--- config.mk ---
export PLATFORM = sky130hd
export DESIGN_NAME = vga_tx_pacer
export DESIGN_NICKNAME = d
export VERILOG_FILES = /design/src/rtl/vga_tx_pacer.sv
export SDC_FILE = /design/constraint.sdc
export NUM_CORES = 1
export LEC_CHECK = 0
export BUFFER_PORTS_ARGS = -buffer_cell sky130_fd_sc_hd__buf_2
export CAP_MARGIN = 20
export CELL_PAD_IN_SITES_DETAIL_PLACEMENT = 0
export CELL_PAD_IN_SITES_GLOBAL_PLACEMENT = 1
export CORE_UTILIZATION = 49
export CTS_BUF_LIST = sky130_fd_sc_hd__clkbuf_4 sky130_fd_sc_hd__clkbuf_8
export DETAILED_ROUTE_END_ITERATION = 10
export GPL_TIMING_DRIVEN = 0
export PLACE_DENSITY_LB_ADDON = 0.1
export SLEW_MARGIN = 20
export SYNTH_ARGS = -nofsm -noshare
export SYNTH_HDL_FRONTEND = slang
export SYNTH_SLANG_ARGS = --single-unit
--- constraint.sdc ---
create_clock -name clk25 -period 3.1 [get_ports clk25]
set_input_delay 0 -clock clk25 [delete_from_list [all_inputs] [get_ports clk25]]
set_output_delay 0 -clock clk25 [all_outputs]
set_load 0.05 [all_outputs]
--- src/rtl/vga_tx_pacer.sv ---
// vga_tx_pacer
//   Owns the CPU-facing TX port of the 40x24 text display. CPU character
//   writes are queued in a small FIFO. Each character is then replayed to the
//   display as one write strobe followed by one release cycle, which lets the
//   display's one-shot char_seen latch re-arm. Optional pacing adds idle
//   cycles between characters to emulate the original terminal's rate.
//
// Ports
//   clk25       : display pixel clock (all flops on rising edge)
//   rst_n       : asynchronous active-low reset
//   cpu_wr      : CPU write request (level); a push happens on its rising edge
//   cpu_din     : character sampled on the cpu_wr rising edge
//   clr_screen  : synchronous clear; flushes the FIFO and returns FSM to idle
//   busy        : FIFO full (display-not-ready bit back to the CPU)
//   overflow    : sticky, a write was dropped because the FIFO was full
//   fill        : current FIFO occupancy
//   vga_address : display address input, high while idle/pacing
//   vga_enable  : display enable input
//   vga_w_en    : display write enable input
//   vga_din     : display data input
module vga_tx_pacer #(
  parameter int unsigned DEPTH      = 16,
  parameter int unsigned CHAR_DELAY = 0,
  parameter int unsigned DELAY_W    = 24
) (
  input  logic                       clk25,
  input  logic                       rst_n,
  input  logic                       cpu_wr,
  input  logic [7:0]                 cpu_din,
  input  logic                       clr_screen,
  output logic                       busy,
  output logic                       overflow,
  output logic [$clog2(DEPTH):0]     fill,
  output logic                       vga_address,
  output logic                       vga_enable,
  output logic                       vga_w_en,
  output logic [7:0]                 vga_din
);

  localparam int unsigned AW = $clog2(DEPTH);
  localparam logic [AW:0] FULL = (AW+1)'(DEPTH);
  localparam logic [DELAY_W-1:0] RELOAD =
    (CHAR_DELAY == 0) ? '0 : DELAY_W'(CHAR_DELAY - 1);

  typedef enum logic [1:0] {
    IDLE,
    STROBE,
    RELEASE,
    PACE
  } state_t;

  state_t               state_q, state_n;
  logic [DELAY_W-1:0]   cnt_q, cnt_n;
  logic                 wr_q;
  logic [AW-1:0]        wptr_q, rptr_q;
  logic [AW:0]          fill_q;
  logic                 ovf_q;
  logic [7:0]           mem [DEPTH];

  logic                 push, pop, push_ok, drop;

  // Next-state and FIFO handshake decode.
  always_comb begin
    state_n = state_q;
    cnt_n   = cnt_q;
    pop     = 1'b0;
    push    = cpu_wr & ~wr_q;

    case (state_q)
      IDLE: begin
        if (fill_q != '0) begin
          pop     = 1'b1;
          state_n = STROBE;
        end
      end
      STROBE: state_n = RELEASE;
      RELEASE: begin
        if (CHAR_DELAY == 0) begin
          state_n = IDLE;
        end else begin
          cnt_n   = RELOAD;
          state_n = PACE;
        end
      end
      PACE: begin
        if (cnt_q == '0) state_n = IDLE;
        else             cnt_n   = cnt_q - DELAY_W'(1);
      end
      default: state_n = IDLE;
    endcase

    if (clr_screen) begin
      pop     = 1'b0;
      state_n = IDLE;
      cnt_n   = '0;
    end

    // A full FIFO still accepts a push when the head leaves in the same cycle.
    push_ok = push & ~clr_screen & ((fill_q != FULL) | pop);
    drop    = push & ~clr_screen & (fill_q == FULL) & ~pop;
  end

  always_ff @(posedge clk25 or negedge rst_n) begin
    if (!rst_n) begin
      state_q     <= IDLE;
      cnt_q       <= '0;
      wr_q        <= 1'b1;   // a write held across reset release is ignored
      wptr_q      <= '0;
      rptr_q      <= '0;
      fill_q      <= '0;
      ovf_q       <= 1'b0;
      vga_address <= 1'b1;
      vga_enable  <= 1'b0;
      vga_w_en    <= 1'b0;
      vga_din     <= '0;
    end else begin
      state_q <= state_n;
      cnt_q   <= cnt_n;
      wr_q    <= cpu_wr;

      if (clr_screen) begin
        wptr_q <= '0;
        rptr_q <= '0;
        fill_q <= '0;
        ovf_q  <= 1'b0;
      end else begin
        if (push_ok) wptr_q <= wptr_q + AW'(1);
        if (pop)     rptr_q <= rptr_q + AW'(1);
        if (push_ok && !pop)      fill_q <= fill_q + (AW+1)'(1);
        else if (!push_ok && pop) fill_q <= fill_q - (AW+1)'(1);
        if (drop) ovf_q <= 1'b1;
      end

      // Outputs are registered from the next state so they line up with it.
      vga_address <= (state_n == IDLE) || (state_n == PACE);
      vga_enable  <= (state_n == STROBE);
      vga_w_en    <= (state_n == STROBE);
      if (pop) vga_din <= mem[rptr_q];
    end
  end

  // Storage has no reset; occupancy is tracked by fill_q alone.
  always_ff @(posedge clk25) begin
    if (push_ok) mem[wptr_q] <= cpu_din;
  end

  assign busy     = (fill_q == FULL);
  assign overflow = ovf_q;
  assign fill     = fill_q;

endmodule

==> flow_metrics.tcl <==
set metrics [dict create \
    outcome "finished clean" \
    dp_hpwl_mm 10.1 \
    critPathRequiredTime_ps 3480 \
    setup_tns_ps 0 \
    synth.distinct_cells 51 \
    final_area_sq_um 8550 \
    maxCapViolCount 0 \
    clock-sinks 179 \
    max-clock-path-buffers 2 \
    vias_per_cell 5.80 \
    syn_nets 507 \
    die_h_microns 127 \
    drive_above_1_share_pct 20.7 \
    setup_viol 0 \
    grt_pass1_vias 4364 \
    rsz0062_at_grt "false" \
    mostFrequentLayoutCells "128 x edfxtp_1, 49 x dfrtp_1, 41 x nor2_1" \
    grt_pass1_wl_mm 24.5 \
    mostFrequentLayoutCell "edfxtp_1" \
    start_util_pct 50.2 \
    synth-main-ff-cell "edfxtp_1" \
    ys_seq_elements 179 \
    syn_avg_cell_area_sq_um 15.7 \
    syn_to_final_growth_pct 12.5 \
    fmax_mhz 342 \
    worstPathArrival_ps 3310 \
    yosys_warnings 0 \
    cts_root_buf "clkbuf_8" \
    dieArea_sq_um 16000 \
    finalCritPeriodShare_pct 94.4 \
    grt_util_all_layers_pct 21.3 \
    hold_viol 0 \
    place_area_sq_um 7990 \
    ios 30 \
    synthArstFlopShare_pct 28.5 \
    cts_tree "built" \
    grt_overflow_total 0 \
    clock_latency_ps 480 \
    cts_htree_levels 4 \
    worstSetupEndpointType "register" \
    synth_edf_count 128 \
    drc 0 \
    cts.reportedPaths.clkPinSlew_ps 110 \
    drtIter0Drc 259 \
    synth_area_sq_um 7600 \
    layout.nets 566 \
    maxSlewViolCount 0 \
    post-route-min-period_ps 2930 \
    fp.dieW_microns 127 \
    core_area_sq_um 15100 \
    powerDensity_nw_per_um2 718 \
    hold_class "primary input to asynchronous set/reset pin" \
    grt_start_max_net_pins 52 \
    synth_cells 483 \
    critPathLaunchType "register" \
    io_buffers 29 \
    power.leakage_uw 0.00313 \
    post_drt_wl_per_cell_microns 21.2 \
    ant_nets 0 \
    antenna_found_initial 0 \
    synth-seq-area-share_pct 67.4 \
    cts_buffers 17 \
    dr.pass1.iters 4 \
    via_count 4308 \
    worstMarginPinSlew_ps 957 \
    fin_skew_ps 22.3 \
    crit_fanout 6 \
    wl_mm 15.8 \
    vdd_drop_max_mv 0.482 \
    rows 45 \
    crit_type "register to register" \
    slew_headroom_pct 36.2 \
    place_congestion 0.795 \
    antennaDiodeCount 0 \
]
## critical path: stages, from the launching register on
cell	delay, ps
dfrtp_1	450
or2_1	260
a311oi_1	490
nand2_1	280
fa_1	450
nand3_1	100
nand2_1	100
or3_1	320
a21o_1	190
a31oi_1	200
## path summary, 6_finish.rpt
path,endpoint,slack [ps],cells past startpoint,from
worst min register to register,vga_din[4],480,2,vga_din[4]
min in group clk25,cnt_q[10],170,4,clr_screen
max in group asynchronous,wptr_q[0],2540,2,rst_n
worst max-delay path,fill[4],170,9,state_q[0]
worst min-delay path,cnt_q[21],110,2,rst_n
worst max register to register,fill[4],170,9,state_q[0]
## report_power, final
part           internal [uW]  total [uW]  switching (uW)
combinational            625        1640            1020
clock                    774        1730             960
sequential              2680        2770            86.1
## sequential cells by signal (all words and copies together), names as in the netlist
name / flops
fill: 5
cnt_q: 24
wr_q: 1
vga_address: 1
vga_din: 8
wptr_q: 4
vga_w_en: 1
state_q: 2
mem: 128
rptr_q: 4
overflow: 1
## cells by family after synthesis
family	synth area share, %
DFF	67.4
muxes	12.7
and+or+nand+nor	9.86
buffers and inverters	1.53
xor gates and xnor gates	2.30
AOI/OAI and AO/OA	4.12
adders and majority gates	2.07
## stage by stage
| stage | instances | hold WS, ps | total power (uW) | utilization [%] | setup slack [ps] |
|---|---|---|---|---|---|
| after detailed placement | 700 | 91.0 | 4420 | 52.7 | -142 |
| final | 743 | 108 | 6140 | 56.5 | 173 |
| after global placement | 700 | 118 | 4390 | 52.7 | -18.7 |
| after global routing | 743 | 160 | 6410 | 56.5 | 6.36 |
| after floorplan | 483 | -296 | 4010 | - | 58.9 |
| after CTS | 743 | 121 | 6170 | 56.4 | 121 |
## final cells by class
| cell class | count | area [sq um] |
|---|---|---|
| buffer | 21 | 90.1 |
| clock buffer | 17 | 234 |
| clock inverter | 15 | 206 |
| fill | 1206 | 6590 |
| inverter | 7 | 26.3 |
| multi-input combinational | 276 | 2380 |
| sequential | 179 | 5120 |
| tap | 188 | 235 |
| timing repair buffer | 40 | 255 |
## per-layer routing
layer	routed length, microns	vias up	GRT usage (%)
met2	7560	84	33.5
met1	7400	2241	29.8
li1	-	1969	-
met3	617	14	4.64
met5	0	-	0
met4	206	0	6.80
## synthesized netlist by cell type, types with 5 or more instances
library cell | number | area share, %
a21oi_1 | 14 | 0.92
and2_1 | 18 | 1.5
buf_2 | 6 | 0.40
clkbuf_1 | 13 | 0.64
dfrtp_1 | 49 | 16
edfxtp_1 | 128 | 51
ha_1 | 11 | 1.8
inv_1 | 6 | 0.30
mux2i_1 | 19 | 2.5
mux4_2 | 32 | 9.5
nand2_1 | 20 | 0.99
nand2b_1 | 5 | 0.41
nand3_1 | 9 | 0.59
nand4_1 | 5 | 0.41
nor2_1 | 41 | 2.0
nor4_1 | 6 | 0.49
o21ai_1 | 10 | 0.66
o221ai_1 | 7 | 0.81
or3_1 | 13 | 1.1
xor2_1 | 16 | 1.8
## timing repair
action | 4_1_cts | 5_1_grt
setup endpoints to repair | 1 | 1
endpoints found under the hold margin | 180 | 0
setup buffers | 1 | 0
cloned | 0 | 0
pin swaps | 1 | 0
hold buffers | 10 | 0
resized for setup | 1 | 2
No activity file was read; power rests on OpenSTA's default activity.
